File: src/rtl/mem_stage_pkg.sv
// Shared definitions for the MEM pipeline stage.
// Holds the bus widths, the stall vector width, the Stop/NoStop levels, the
// mem_op load encodings and the packed layout of the EX->MEM bus.
// Also holds one helper that classifies the held instruction as a load.
package mem_stage_pkg;

  localparam int EX_TO_MEM_WD = 80;
  localparam int MEM_TO_WB_WD = 70;
  localparam int MEM_TO_ID_FW = 38;
  localparam int STALL_BUS    = 6;

  localparam logic STOP    = 1'b1;
  localparam logic NO_STOP = 1'b0;

  // Load-width encodings carried in the mem_op field.
  localparam logic [3:0] MEM_OP_LW  = 4'b1111;
  localparam logic [3:0] MEM_OP_LB  = 4'b0001;
  localparam logic [3:0] MEM_OP_LBU = 4'b0010;
  localparam logic [3:0] MEM_OP_LH  = 4'b0011;
  localparam logic [3:0] MEM_OP_LHU = 4'b0100;

  // Field order matches the bit positions of ex_to_mem_bus, MSB first.
  typedef struct packed {
    logic [3:0]  mem_op;       // [79:76]
    logic [31:0] pc;           // [75:44]
    logic        data_ram_en;  // [43]
    logic [3:0]  data_ram_wen; // [42:39]
    logic        sel_rf_res;   // [38]
    logic        rf_we;        // [37]
    logic [4:0]  rf_waddr;     // [36:32]
    logic [31:0] ex_result;    // [31:0]
  } ex_to_mem_t;

  // A load enables the data RAM, writes none of its bytes, and takes its
  // register-file result from memory.
  function automatic logic is_load_f(input ex_to_mem_t b);
    return b.data_ram_en && (b.data_ram_wen == 4'b0000) && b.sel_rf_res;
  endfunction

endpackage

File: src/rtl/mem_stage_load_align.sv
// Combinational load-data extraction for the MEM stage.
// Ports:
//   mem_op_i    : load width/sign encoding
//   is_load_i   : held instruction is a load
//   ex_result_i : ALU result; its low bits are also the byte address
//   rdata_i     : 32-bit word read from the data memory
//   rf_wdata_o  : value to write back to the register file
module load_align
  import mem_stage_pkg::*;
(
  input  logic [3:0]  mem_op_i,
  input  logic        is_load_i,
  input  logic [31:0] ex_result_i,
  input  logic [31:0] rdata_i,
  output logic [31:0] rf_wdata_o
);

  logic [7:0]  byte_lane [4];
  logic [7:0]  byte_sel;
  logic [15:0] half_sel;
  logic [31:0] load_data;

  for (genvar gi = 0; gi < 4; gi++) begin : g_lane
    assign byte_lane[gi] = rdata_i[8*gi +: 8];
  end

  assign byte_sel = byte_lane[ex_result_i[1:0]];
  // Halfword offset ignores address bit 0; misaligned halfwords are not trapped.
  assign half_sel = ex_result_i[1] ? rdata_i[31:16] : rdata_i[15:0];

  always_comb begin
    load_data = rdata_i;  // LW and any unrecognised encoding
    case (mem_op_i)
      MEM_OP_LB:  load_data = {{24{byte_sel[7]}}, byte_sel};
      MEM_OP_LBU: load_data = {24'h0, byte_sel};
      MEM_OP_LH:  load_data = {{16{half_sel[15]}}, half_sel};
      MEM_OP_LHU: load_data = {16'h0, half_sel};
      default:    load_data = rdata_i;
    endcase
  end

  assign rf_wdata_o = is_load_i ? load_data : ex_result_i;

endmodule

File: src/rtl/mem_stage.sv
// MEM pipeline stage.
// Registers the EX->MEM bus, extracts load data from the synchronous data
// SRAM, and keeps the SRAM word in a side buffer while writeback is stalled
// so the value survives the SRAM output changing underneath it.
// Ports:
//   clk, rst        : clock, synchronous active-high reset
//   stall           : stall vector; bit 3 = this stage, bit 4 = writeback
//   ex_to_mem_bus   : instruction from EX
//   data_sram_rdata : SRAM read data, valid the cycle after the EX request
//   mem_to_wb_bus   : {pc, rf_we, rf_waddr, rf_wdata} to writeback
//   mem_to_id_bus   : {rf_we, rf_waddr, rf_wdata} forwarding to decode
//   mem_is_load     : held instruction is a load (hazard detection)
module mem_stage
  import mem_stage_pkg::*;
(
  input  logic                    clk,
  input  logic                    rst,
  input  logic [STALL_BUS-1:0]    stall,
  input  logic [EX_TO_MEM_WD-1:0] ex_to_mem_bus,
  input  logic [31:0]             data_sram_rdata,
  output logic [MEM_TO_WB_WD-1:0] mem_to_wb_bus,
  output logic [MEM_TO_ID_FW-1:0] mem_to_id_bus,
  output logic                    mem_is_load
);

  ex_to_mem_t  bus_q, bus_d;
  logic [31:0] rbuf_q, rbuf_d;
  logic        rbuf_valid_q, rbuf_valid_d;
  logic        is_load;
  logic [31:0] load_rdata;
  logic [31:0] rf_wdata;

  // Only stall bits 3 and 4 concern this stage.
  logic stall_unused;
  assign stall_unused = &{1'b0, stall[5], stall[2:0]};

  // Input register: a stop here with writeback running inserts a bubble.
  always_comb begin
    bus_d = bus_q;
    if (stall[3] == STOP && stall[4] == NO_STOP) begin
      bus_d = '0;
    end else if (stall[3] == NO_STOP) begin
      bus_d = ex_to_mem_bus;
    end
  end

  // Read-data buffer: capture the SRAM word on the first stalled cycle of a
  // load; drop it as soon as the instruction moves on or is replaced.
  always_comb begin
    rbuf_d       = rbuf_q;
    rbuf_valid_d = rbuf_valid_q;
    if (stall[3] == NO_STOP || stall[4] == NO_STOP) begin
      rbuf_valid_d = 1'b0;
    end else if (!rbuf_valid_q && is_load) begin
      rbuf_d       = data_sram_rdata;
      rbuf_valid_d = 1'b1;
    end
  end

  always_ff @(posedge clk) begin
    if (rst) begin
      bus_q        <= '0;
      rbuf_q       <= '0;
      rbuf_valid_q <= 1'b0;
    end else begin
      bus_q        <= bus_d;
      rbuf_q       <= rbuf_d;
      rbuf_valid_q <= rbuf_valid_d;
    end
  end

  assign is_load    = is_load_f(bus_q);
  assign load_rdata = rbuf_valid_q ? rbuf_q : data_sram_rdata;

  load_align u_load_align (
    .mem_op_i    (bus_q.mem_op),
    .is_load_i   (is_load),
    .ex_result_i (bus_q.ex_result),
    .rdata_i     (load_rdata),
    .rf_wdata_o  (rf_wdata)
  );

  // An all-zero bubble carries rf_we=0, so nothing forwards from it.
  assign mem_to_wb_bus = {bus_q.pc, bus_q.rf_we, bus_q.rf_waddr, rf_wdata};
  assign mem_to_id_bus = {bus_q.rf_we, bus_q.rf_waddr, rf_wdata};
  assign mem_is_load   = is_load;

endmodule

File: config.mk
export PLATFORM = sky130hd
export DESIGN_NAME = mem_stage
export DESIGN_NICKNAME = d
export VERILOG_FILES = /design/src/rtl/mem_stage_pkg.sv /design/src/rtl/mem_stage_load_align.sv /design/src/rtl/mem_stage.sv
export SDC_FILE = /design/constraint.sdc
export NUM_CORES = 1
export LEC_CHECK = 0
export ABC_AREA = 1
export CAP_MARGIN = 20
export CORE_AREA = 2 2 89 176
export CTS_BUF_LIST = sky130_fd_sc_hd__clkbuf_2 sky130_fd_sc_hd__clkbuf_4 sky130_fd_sc_hd__clkbuf_8
export CTS_CLUSTER_DIAMETER = 80
export DETAILED_ROUTE_END_ITERATION = 6
export DIE_AREA = 0 0 91 178
export PLACE_DENSITY = 0.78
export SYNTH_ARGS = -nofsm -noshare
export SYNTH_HDL_FRONTEND = slang
export SYNTH_SLANG_ARGS = --single-unit
File: constraint.sdc
create_clock -name clk -period 2.3 [get_ports clk]
set_input_delay 0.46 -clock clk [delete_from_list [all_inputs] [get_ports clk]]
set_output_delay 0.46 -clock clk [all_outputs]
set_load 0.02 [all_outputs]
# Word-level counts from Yosys, hierarchy flattened
# Index checks and enable logic that the tools add are counted.
# word_totals
out_inout_bits	109
in_bits	120
regBits	113
# op_classes
bitwise	4
n_reduce_logical	10
order_cmp	1
eq_ne	4
muxes	7
# op_table
op	n
$pmux 32 s4	1
$mux 32	2
$bmux 8 s2	1
$mux 16	1
$mux 8	2
$eq 4x2->1 const B	2
$eq 4x1->1 const B	1
$eq 4x3->1 const B	1
$logic_and 1x1->1	4
$logic_not 4->1	1
$reduce_or 2->1	2
$ge 3x3->1 const B	1
$not 1->1	3
$not 2->3	1
$reduce_and 2->1	1
$logic_not 1->1	1
$logic_or 1x1->1	1

# Logic depth before layout (Yosys ltp)
# logic_depth
word_depth	6
depth_mapped	13

# Hierarchy
# Synthesis repeated with hierarchy kept, for this count alone.
# unflattened
cells_unflattened	1039
area_unflattened_um2	6572.6
# by_module_without_submodules
module	instances	seq_area_each_um2	cells_per_inst	area_per_inst_um2
mem_stage	1	2262.2	711	4988.5
load_align	1	0.0	328	1584.0

# Worst setup path after synthesis
# OpenSTA, ideal clock, no wires.
# synth_path
path_kind	reg-to-output
startpoint	register bus_q[78] (netlist bit)
endpoint	output mem_to_wb_bus[7]
required_ps	1840
stages_incl_launch_ff	10
slack_ps	94
t_arrival_ps	1746
n_path_buf	1
path_cell_list	dfxtp_1 -> inv_1 -> nand2_1 -> nor2_1 -> nor2_2 -> nand2_1 -> nand2_1 -> nor2_1 -> a21boi_0 -> buf_4
# synth_between
elab_chain_cells	3
# synth_lines
item	line_no	rtl
from (decl)	mem_stage.sv:26	ex_to_mem_t bus_q, bus_d;
from (signal assigned)	mem_stage.sv:66	bus_q <= bus_d;
$eq 4x3->1, or another cell as far along	mem_stage_load_align.sv:33	case (mem_op_i)
$pmux 32 s4 *	mem_stage_load_align.sv:33	
$mux 32 *	mem_stage_load_align.sv:42	assign rf_wdata_o = is_load_i ? load_data : ex_result_i;
to (decl)	mem_stage.sv:21	output logic [MEM_TO_WB_WD-1:0] mem_to_wb_bus,
# Mark *: on every way between the ends. The rest lies on a longest branch, timed or not.

# Worst setup path after layout
# layout_path
startpoint	register rbuf_valid_q
endpoint	output mem_to_wb_bus[13]
# layout_between
elab_chain_cells	6
# layout_lines
item	line_no	rtl
from (decl)	mem_stage.sv:28	logic rbuf_valid_q, rbuf_valid_d;
from (signal assigned)	mem_stage.sv:68	rbuf_valid_q <= rbuf_valid_d;
$mux 32 *	mem_stage.sv:73	assign load_rdata = rbuf_valid_q ? rbuf_q : data_sram_rdata;
$bmux 8 s2	mem_stage_load_align.sv:27	assign byte_sel = byte_lane[ex_result_i[1:0]];
$mux 8 (not written as such) (2 in series)	mem_stage_load_align.sv:27	
$pmux 32 s4 *	mem_stage_load_align.sv:33	
$mux 32 *	mem_stage_load_align.sv:42	
# Mark *: on every way between the ends. The rest lies on a longest branch, timed or not. The select of a mux whose other input is x is not followed.

==> key figures <==
Clocking
  • Root buffer cell: clkbuf_8
  • CTS buffer count: 17
  • Sink Count: 113
  • Reg clk slew, reported paths: 0.07 ns
  • Max H-tree Level: 4
  • Clock buffer depth: 2
  • Clock insertion delay at the later pin of the skew report: roughly 0.44 ns
  • CTS Hold Bufs: 0
  • CTS tree: yes

Worst hold path
  • Worst hold path cell count: 3
  • Hold crit path type: input pin to flop

Route
  • Router iterations before antenna repair: 6
  • Post-DR wirelength/cell: around 16 um
  • First-iteration detailed-routing DRC count: just under 500
  • Vias: approximately 7300
  • Avg Vias per Cell: 5.08
  • DRC: 0
  • Post-Route WL: around 23000 um
  • Post-DRT Antenna Nets: 0

Timing
  • Setup violators final: between 60 and 70
  • Slew headroom: 0.593
  • Final-report hold violation count: 0
  • Fmax: 0.401 GHz
  • Unrepaired setup endpoints after global routing: yes
  • Setup ws final: -0.191 ns
  • Worst Skew: approximately 0.014 ns
  • Setup_tns: -8.77 ns
  • Final period util: 1.08
  • Hold slack final: approximately 0.37 ns
  • Pins Over Slew Limit: 0
  • Final period demand of the worst path: between 2 and 2.5 ns
  • Worst-Margin Slew: 0.610 ns

Critical path
  • Crit-path max FO: 8
  • Crit start category: flop
  • Critical Path End: mem_to_wb_bus[13]
  • Crit. End Element: primary output
  • Critical Path RT: 1.84 ns
  • Top delay family on crit path: simple AND/OR/NAND/NOR gates
  • Setup slack, reg-to-reg: about 0.68 ns
  • Slowest stage cell, crit path: dfxtp_4
  • Reg2reg start: bus_q[40]
  • Crit path cell chain: buf_12 -> inv_8 -> nand2_1 -> nand3_2 -> nand3_2 -> nand2_2 -> nand2_4 -> buf_12 -> nand2_1 -> nand2_2 -> nand2_2 -> buf_4
  • CP max stage delay: 0.36 ns
  • WS Path Type: flop to primary output
  • Worst Setup SP: rbuf_valid_q
  • CP Data Arrival Time: a little over 2 ns
  • Critical path depth: 12
  • Reg-to-Reg End: rbuf_q[13]
  • Critical Path Most Common Cell: nand2_2
  • WP buf/inv: 4
  • R2R depth: 9

Place
  • Worst slack, placed: -0.669 ns
  • Number of port buffers: about 220
  • Final GP Congestion: ~0.96
  • Final HPWL DP: between 15000 and 20000 um

Floorplanning
  • CORE AREA: between 0.01 and 0.015 mm^2
  • Die width: 91 um
  • Io pins: ~230
  • Die Y: roughly 180 um
  • Starting density of the core: 0.442
  • Die area: 0.0162 mm^2
  • Core Rows: 63

Synthesis
  • Mean post-synth cell area: between 6 and 7 um^2
  • Syn nets: ~1200
  • Most frequent cell after synthesis: nand2_1
  • Commonest cells post-synth: 397 x nand2_1, 113 x dfxtp_1, 90 x a21oi_1, 80 x buf_4, 80 x nand3_1
  • Area contributors post-synth: dfxtp_1 35%, nand2_1 23%, buf_4 9.2%
  • Cell variety after synth: 28
  • Top cell type's share of synthesized area: 0.345
  • Synth warnings: 0
  • Seq cells post-synth: approximately 110
  • Cell count after synthesis: about 1000
  • Ys flop type: dfxtp_1
  • Number of synthesized flops with an enable pin: 0
  • Asr flop ratio synth: 0
  • Sequential element share of the synthesized area: 0.345
  • Mapped Area: ~0.0066 mm^2
  • Synth area leader: dfxtp_1

Cells and area
  • Diode count: 0
  • Layout cells sized above 1: 0.254
  • Area delta synth->final: 48.5%
  • Nets: approximately 1300

Global route
  • Tot GR Track Use: 0.281
  • Vias in the first global route: 7217
  • Gr ovfl total: 0
  • Largest net degree at the start of global routing: between 80 and 90
  • Initial antenna violation count: 0
  • First-pass GRT wire length: between 30000 and 40000 um

Power
  • Sw Ratio: 0.308
  • Overall power: between 5 and 6 mW
  • Sequential power share: 0.399
  • Clock power frac: 0.376
  • Internal Power: roughly 3.6 mW
  • Psw: 1.59 mW
  • Power density over the cells: between 500 and 600 mW/mm^2
  • Maximum vdd drop: approximately 550 uV
  • P_leak: 4.64 nW
  • Logic pwr share: 0.225

Run status
  • Violated checks: setup timing
  • Run status: finished with violations

Run
  • MaxCap Viol Count: 0
## worst min-delay path, cell delays in order
cell and delay (ns):
buf_2 0.14, nand2_1 0.11, a211oi_1 0.05
## placed cells by master, fill, tap and decap left out, types with 5 or more instances in the layout
| master | Yosys | layout |
|---|---|---|
| nand2_1 | 397 | 351 |
| clkdlybuf4s50_1 | 0 | 158 |
| dfxtp_1 | 113 | 106 |
| a21oi_1 | 90 | 87 |
| buf_4 | 80 | 73 |
| nor2_1 | 76 | 69 |
| nand3_1 | 80 | 64 |
| nand2_2 | 11 | 50 |
| buf_6 | 4 | 47 |
| inv_1 | 63 | 44 |
| o21ai_0 | 38 | 35 |
| inv_2 | 3 | 21 |
| or2_2 | 20 | 19 |
| clkbuf_8 | 0 | 17 |
| nand3_2 | 1 | 14 |
| buf_12 | 0 | 14 |
| nand2_4 | 0 | 7 |
| o21ai_1 | 5 | 7 |
| nor2_4 | 0 | 5 |
## per-layer routing
metal | track usage | vias to the layer above | wire length (um)
met3 | 0.0499 | 75 | 1190
met5 | 0 | - | 0
li1 | - | 3556 | -
met2 | 0.511 | 309 | 12400
met1 | 0.286 | 3357 | 8240
met4 | 0.199 | 0 | 1480
## worst min-delay path by stage
stage | startpoint | to | slack (ns)
5_1_grt | stall[3] | rbuf_valid_q | 0.38
6_report | stall[3] | rbuf_valid_q | 0.37
4_1_cts | stall[3] | rbuf_valid_q | 0.36
3_3_place_gp | mem_to_wb_bus[48] | mem_to_wb_bus[48] | 0.45
2_1_floorplan | mem_to_wb_bus[48] | mem_to_wb_bus[48] | 0.44
3_5_place_dp | bus_q[7] | bus_q[7] | 0.45
## cell families after synthesis
kind of cell | after synthesis | share of synthesized area
simple gates | 593 | 0.373
buf+inv | 206 | 0.175
compound gates | 136 | 0.105
mux | 1 | 0.00153
flops | 113 | 0.345
## sequential cells by signal, indices dropped and copies added, names as in the netlist
name / cells
rbuf_q: 32
bus_q: 42
mem_to_id_bus: 6
mem_to_wb_bus: 32
rbuf_valid_q: 1
## layout make-up
class                      count  area, um^2
sequential                   113        2280
fill                        1406        5080
inverter                      67         262
tap                          195         244
clock buffer                  18         241
multi-input combinational    730        3470
timing repair buffer         300        3090
clock inverter                14         155
## stage by stage
stage,utilization,cell area (um^2),instances
after floorplan,-,6560,1049
after global placement,0.596,8830,1396
after detailed placement,0.596,8830,1396
after CTS,0.628,9310,1431
after global routing,0.657,9730,1437
final,0.657,9730,1437
## repair_timing
item / 4_1_cts / 5_1_grt
gates resized for setup: 389 / 103
buffers inserted: 2 / 1
pin swaps: 4 / 22
endpoints found under the setup margin: 65 / 65
cloned: 1 / 5
## power by group through the flow
stage | Combinational (mW) | Clock, mW | Sequential, mW
after floorplan | 0.578 | 0 | 2.09
after global placement | 1.07 | 0 | 2.10
after detailed placement | 1.07 | 0 | 2.10
after CTS | 1.09 | 1.97 | 2.06
after global routing | 1.25 | 2.07 | 2.07
final | 1.17 | 1.94 | 2.06
No activity file was read; power rests on OpenSTA's default activity.
